`config.mk`:
```
export PLATFORM = sky130hd
export DESIGN_NAME = h80_uart_rx_fifo
export DESIGN_NICKNAME = d
export VERILOG_FILES = /design/src/rtl/h80_uart_pkg.sv /design/src/rtl/h80_fifo_ram.sv /design/src/rtl/h80_uart_rx_fifo.sv
export SDC_FILE = /design/constraint.sdc
export NUM_CORES = 1
export LEC_CHECK = 0
export ABC_AREA = 1
export ABC_CLOCK_PERIOD_IN_PS = 5700
export CORE_MARGIN = 5
export CORE_UTILIZATION = 37
export DETAILED_ROUTE_END_ITERATION = 6
export HOLD_SLACK_MARGIN = 0.1
export SLEW_MARGIN = 10
export SYNTH_ARGS = -nofsm -noshare
export SYNTH_HDL_FRONTEND = slang
export SYNTH_SLANG_ARGS = --single-unit
```
`constraint.sdc`:
```
create_clock -name sysclk -period 5.7 [get_ports sysclk]
set_input_delay 0.57 -clock sysclk [delete_from_list [all_inputs] [get_ports sysclk]]
set_output_delay 0.57 -clock sysclk [all_outputs]
set_load 0.01 [all_outputs]
```
`src/rtl/h80_uart_pkg.sv`:
```
// Shared constants for the h80 UART receive path and its I/O bus slave.
package h80_uart_pkg;

    localparam int unsigned H80_UART_RX_DEPTH_DEFAULT = 16;

    localparam int unsigned ST_RX_READY = 0;
    localparam int unsigned ST_FULL     = 1;
    localparam int unsigned ST_OVERFLOW = 2;
    localparam int unsigned ST_BREAK    = 3;

    localparam logic [15:0] UART_DATA   = 16'h0000;
    localparam logic [15:0] UART_STATUS = 16'h0001;

endpackage

```
`src/rtl/h80_fifo_ram.sv`:
```
// DEPTH x 8 simple dual-port storage: synchronous write, asynchronous read.
module h80_fifo_ram
    import h80_uart_pkg::*;
#(
    parameter int unsigned DEPTH = H80_UART_RX_DEPTH_DEFAULT,
    localparam int unsigned ADDR_W = $clog2(DEPTH)
) (
    input  logic              sysclk,
    input  logic              we,
    input  logic [ADDR_W-1:0] waddr,
    input  logic [7:0]        wdata,
    input  logic [ADDR_W-1:0] raddr,
    output logic [7:0]        rdata
);

    logic [7:0] mem [DEPTH];

    always_ff @(posedge sysclk) begin
        if (we) begin
            mem[waddr] <= wdata;
        end
    end

    assign rdata = mem[raddr];

endmodule

```
`src/rtl/h80_uart_rx_fifo.sv`:
```
// Receive byte FIFO between the UART receiver and the h80 bus slave.
// Optional H80_UART_RX_BREAK_FLUSH_EN: rx_break flushes the FIFO and sets break_seen.
module h80_uart_rx_fifo
    import h80_uart_pkg::*;
#(
    parameter int unsigned DEPTH = H80_UART_RX_DEPTH_DEFAULT,
    localparam int unsigned ADDR_W = $clog2(DEPTH)
) (
    input  logic              sysclk,
    input  logic              reset,
    input  logic              rx_valid,
    input  logic [7:0]        rx_data,
    input  logic              rx_break,
    input  logic              pop,
    input  logic              ovf_clear,
    output logic [7:0]        rd_data,
    output logic              rx_ready,
    output logic              full,
    output logic              overflow,
    output logic [ADDR_W:0]   count,
    output logic [7:0]        status
);

    localparam logic [ADDR_W:0] FULL_COUNT = (ADDR_W+1)'(DEPTH);

    logic [ADDR_W-1:0] wr_ptr;
    logic [ADDR_W-1:0] rd_ptr;
    logic [ADDR_W:0]   cnt;
    logic              ovf_q;
    logic              break_seen;
    logic              flush;
    logic              push_ok;
    logic              pop_ok;
    logic              ovf_event;
    logic [7:0]        ram_rdata;

    assign full      = (cnt == FULL_COUNT);
    assign rx_ready  = (cnt != '0);
    // A pop at full frees the slot the same cycle, so the push is still taken.
    assign push_ok   = rx_valid && (!full || pop);
    assign pop_ok    = pop && (cnt != '0);
    assign ovf_event = rx_valid && full && !pop;

`ifdef H80_UART_RX_BREAK_FLUSH_EN
    assign flush = rx_break;

    always_ff @(posedge sysclk) begin
        if (reset) begin
            break_seen <= 1'b0;
        end else if (rx_break) begin
            break_seen <= 1'b1;
        end else if (ovf_clear) begin
            break_seen <= 1'b0;
        end
    end
`else
    logic unused_break;

    assign unused_break = rx_break;
    assign flush        = 1'b0;
    assign break_seen   = 1'b0;
`endif

    always_ff @(posedge sysclk) begin
        if (reset) begin
            wr_ptr <= '0;
            rd_ptr <= '0;
            cnt    <= '0;
            ovf_q  <= 1'b0;
        end else begin
            if (flush) begin
                wr_ptr <= '0;
                rd_ptr <= '0;
                cnt    <= '0;
            end else begin
                if (push_ok) begin
                    wr_ptr <= wr_ptr + ADDR_W'(1);
                end
                if (pop_ok) begin
                    rd_ptr <= rd_ptr + ADDR_W'(1);
                end
                case ({push_ok, pop_ok})
                    2'b10:   cnt <= cnt + (ADDR_W+1)'(1);
                    2'b01:   cnt <= cnt - (ADDR_W+1)'(1);
                    default: cnt <= cnt;
                endcase
            end
            if (ovf_event) begin
                ovf_q <= 1'b1;
            end else if (ovf_clear) begin
                ovf_q <= 1'b0;
            end
        end
    end

    h80_fifo_ram #(
        .DEPTH (DEPTH)
    ) u_ram (
        .sysclk (sysclk),
        .we     (push_ok && !flush),
        .waddr  (wr_ptr),
        .wdata  (rx_data),
        .raddr  (rd_ptr),
        .rdata  (ram_rdata)
    );

    assign rd_data  = (cnt == '0) ? 8'h00 : ram_rdata;
    assign overflow = ovf_q;
    assign count    = cnt;

    always_comb begin
        status              = '0;
        status[ST_RX_READY] = rx_ready;
        status[ST_FULL]     = full;
        status[ST_OVERFLOW] = ovf_q;
        status[ST_BREAK]    = break_seen;
    end

endmodule

```
==> run summary <==
========================================================================================
Transition at the pin with the smallest max-transition slack                     1160 ps
Post-Route WL                                                                    13.3 mm
Switching Fraction                                                                 29.9%
Reg power frac                                                                     38.1%
DR WL/cell                                                                       15.9 um
Post-route antenna net violation count                                                 0
Area of the die                                                              0.0195 mm^2
Critical path depth                                                                    8
Clock Tree Root                                                             sky130_fd_sc_hd__clkbuf_16
Setup tns final                                                                     0 ps
Worst slew margin relative to its limit                                            22.6%
Number of warnings issued by yosys                                                     0
Sink Count                                                                           146
Setup fix buffers added after clock tree synthesis                                     0
Cell depth of the worst flop-to-flop path                                             16
Switching power                                                                 0.986 mW
Unrepaired setup endpoints after global routing                                       no
Proportion of synthesized chip area in sequential cells                            67.6%
Std cell rows                                                                         47
Clock insertion delay at the later pin of the skew report                         420 ps
Maximum single-stage delay on the critical path                                   620 ps
Crit path required time                                                          5130 ps
Cell breakdown of the critical path                                         buf_4, inv_1, nand3_1, nand3_1, nand2_1, nand2_1, a21oi_1, clkdlybuf4s50_1
Leading area contributor after synthesis                                    sky130_fd_sc_hd__edfxtp_1
R2R Setup Slk                                                                    3260 ps
Average footprint of a synthesized cell                                        10.8 um^2
Total buffers and inverters traversed by the critical path                             3
Cts bufs inserted                                                                     17
Htree depth                                                                            4
Period utilization                                                                 64.8%
Max Clock Freq                                                                   271 MHz
Category of cells accounting for the largest share of critical-path delay   buffers and inverters
Cell leakage power                                                               2.68 nW
Count of buffers from port buffering                                                  31
Proportion of layout cells with a drive suffix above 1                             5.54%
Crit path DAT                                                                    3120 ps
Min-delay worst type                                                             reg2reg
Number of standard cells after synthesis                                             577
Hold Slack                                                                        482 ps
Violation count after the first detailed-routing iteration                           235
GR Overflow Total                                                                      0
Number of global-route vias before repair                                           3934
Placer's final routability congestion estimate                                     0.782
Number of distinct library cells after synthesis                                      22
Hold Path Stages                                                                       2
CTS tree                                                                            done
Area Overhead vs Synth                                                             16.2%
Number of top-level pins                                                              38
Fin. Hold Viols                                                                        0
Global-route wire length before repair                                           20.8 mm
Max Root-Sink Buffers                                                                  2
Finish-stage setup viols                                                               0
Final #Nets                                                                          624
Global-route usage over all layers                                                 14.1%
Final max-slew violation count                                                         0
Post-cts gate resize count                                                             0
Number of fillers in the final layout                                               1492
Via density per instance                                                            4.86
Worst supply voltage drop on vdd                                                0.275 mV
Detailed placer's ending HPWL                                                    8.09 mm
Pin count of the biggest net entering global routing                                  65
Inserted Diodes                                                                        0
Element type at the critical path start                                         register
X dimension of the die                                                            140 um
Die Ht                                                                            140 um
DRC viols                                                                              0
Combined area of all synthesized cells                                      0.00622 mm^2
Synth Register Bits                                                                  146
CTS clock-pin slew for the worst setup and hold paths                              50 ps
Max FO, Critical Path                                                                 33
Minimum clock period                                                             3690 ps
Status                                                                      finished, final reports clean
Path type of the worst setup path                                                reg2out
Power density normalized to cell area                                        457 mW/mm^2
Internal power of the cells                                                      2.32 mW
Clk pwr share                                                                      35.4%
Clock skew after layout                                                          5.53 ps
Total Power                                                                      3.30 mW
Pre-Repair DR Iteration Count                                                          5
Type of destination of the critical path                                     output port
Initial antenna violation count                                                        0
Yosys top cell area share                                                          61.8%
Placeable core region                                                        0.0165 mm^2
Initial standard-cell utilization of the core                                      37.7%
Number of hold buffers added after CTS                                                 0
Most area-consuming cells after synthesis                                   sky130_fd_sc_hd__edfxtp_1 (62%), sky130_fd_sc_hd__nand2_1 (12%), sky130_fd_sc_hd__nand3_1 (8.5%)
Vias                                                                                4055
Critical path's slowest cell                                                sky130_fd_sc_hd__inv_1
Reported max-cap violation count                                                       0
Part of the power in combinational logic                                           26.5%
========================================================================================
## worst register-to-register path: stages, from the launching register on
cell                      delay (ps)
sky130_fd_sc_hd__dfxtp_1         360
sky130_fd_sc_hd__nor2_1          190
sky130_fd_sc_hd__nand3_1         290
sky130_fd_sc_hd__nand2_2         180
sky130_fd_sc_hd__inv_2           100
sky130_fd_sc_hd__ha_1            280
sky130_fd_sc_hd__nand2_1         100
sky130_fd_sc_hd__inv_1            50
sky130_fd_sc_hd__nor2_1          140
sky130_fd_sc_hd__ha_1            170
sky130_fd_sc_hd__inv_1            40
sky130_fd_sc_hd__nand2_1          80
sky130_fd_sc_hd__nand3_1         100
sky130_fd_sc_hd__nand3_1          80
sky130_fd_sc_hd__nand2_1          50
sky130_fd_sc_hd__nor2_1           90
sky130_fd_sc_hd__nor2_1           40
## path summary, 6_finish.rpt
check / startpoint / end
min reg2reg: overflow / overflow
max reg2reg: count[2] / count[4]
min: overflow / overflow
max: register / rd_data[5]
## cells in the mapped netlist
cell type and n:
sky130_fd_sc_hd__nand2_1 191, sky130_fd_sc_hd__edfxtp_1 128, sky130_fd_sc_hd__nand3_1 106, sky130_fd_sc_hd__nor2_1 29, sky130_fd_sc_hd__inv_1 24, sky130_fd_sc_hd__a21oi_1 19, sky130_fd_sc_hd__dfxtp_1 18, sky130_fd_sc_hd__buf_4 13
sky130_fd_sc_hd__buf_2 10, sky130_fd_sc_hd__ha_1 9, sky130_fd_sc_hd__buf_6 7, sky130_fd_sc_hd__o21ai_0 7, sky130_fd_sc_hd__xor2_1 4, sky130_fd_sc_hd__clkbuf_1 2, sky130_fd_sc_hd__inv_2 2, sky130_fd_sc_hd__nand2_2 2
sky130_fd_sc_hd__a21oi_2 1, sky130_fd_sc_hd__conb_1 1, sky130_fd_sc_hd__nand4_1 1, sky130_fd_sc_hd__o21ai_1 1, sky130_fd_sc_hd__o21bai_1 1, sky130_fd_sc_hd__xnor2_1 1
## metal layers
metal	part of all wire (%)	vias up	global-route usage (%)
met5	0	-	0
met4	2.1	0	5.35
met3	6.2	24	4.05
met2	47	115	22.2
met1	45	1909	18.6
li1	-	2007	-
## flip-flops by register name, indices dropped and copies added, names as in the netlist, named ones only
name	count
count	5
overflow	1
rd_ptr	4
u_ram.mem	128
wr_ptr	4
## per-stage QoR
| step | utilization, % | instance area (um^2) | cells | setup slack [ps] |
|---|---|---|---|---|
| global route | 43.7 | 7230 | 834 | 1740 |
| floorplan | - | 6240 | 581 | 3610 |
| finish | 43.7 | 7230 | 834 | 2010 |
| detailed placement | 40.0 | 6610 | 802 | 2390 |
| global placement | 40.0 | 6610 | 802 | 2390 |
| CTS | 43.7 | 7230 | 834 | 1940 |
## layout by cell type, fill, tap and decap left out
cell and n:
sky130_fd_sc_hd__nand2_2 2, sky130_fd_sc_hd__o21bai_1 1, sky130_fd_sc_hd__dfxtp_2 1, sky130_fd_sc_hd__dfxtp_1 17, sky130_fd_sc_hd__clkbuf_16 17, sky130_fd_sc_hd__clkinv_2 2, sky130_fd_sc_hd__xor2_1 4, sky130_fd_sc_hd__a21oi_2 1
sky130_fd_sc_hd__buf_4 2, sky130_fd_sc_hd__clkinv_1 4, sky130_fd_sc_hd__nand2_1 191, sky130_fd_sc_hd__nand3_1 106, sky130_fd_sc_hd__edfxtp_1 128, sky130_fd_sc_hd__inv_2 2, sky130_fd_sc_hd__ha_1 9, sky130_fd_sc_hd__a21oi_1 19
sky130_fd_sc_hd__clkdlybuf4s50_1 31, sky130_fd_sc_hd__o21ai_0 7, sky130_fd_sc_hd__conb_1 5, sky130_fd_sc_hd__nor2_1 29, sky130_fd_sc_hd__o21ai_1 1, sky130_fd_sc_hd__clkbuf_1 2, sky130_fd_sc_hd__bufinv_16 5, sky130_fd_sc_hd__clkinvlp_4 2
sky130_fd_sc_hd__nand4_1 1, sky130_fd_sc_hd__inv_1 24, sky130_fd_sc_hd__xnor2_1 1
## cells by family (layout without fill, tap and decap cells)
logic type | Yosys count | count (layout) | synth area share [%]
xor gates and xnor gates | 5 | 5 | 0.704
DFF | 146 | 146 | 67.6
buffers and inverters | 58 | 91 | 5.33
adders and majority gates | 9 | 9 | 1.81
other | 1 | 5 | 0.0603
and+or+nand+nor | 329 | 329 | 22.1
AOI/OAI and AO/OA | 29 | 29 | 2.43
## power by group through the flow
stage | logic (mW) | registers [mW] | clock network [mW]
2_1_floorplan | 0.584 | 1.27 | 0
3_3_place_gp | 0.864 | 1.28 | 0
3_5_place_dp | 0.885 | 1.28 | 0
4_1_cts | 0.890 | 1.26 | 1.18
5_1_grt | 0.986 | 1.27 | 1.23
6_report | 0.877 | 1.26 | 1.17
## area by class of cell
type	count	area [um^2]	share of cell area [%]
clock buffers	19	433	5.99
clock inverters	13	190	2.63
inverters	26	97.6	1.35
multi-input cells	377	1700	23.5
flip-flops and latches	146	4210	58.2
well taps	220	275	3.81
repair buffers	33	325	4.50
(Power assumes the default switching activity.)
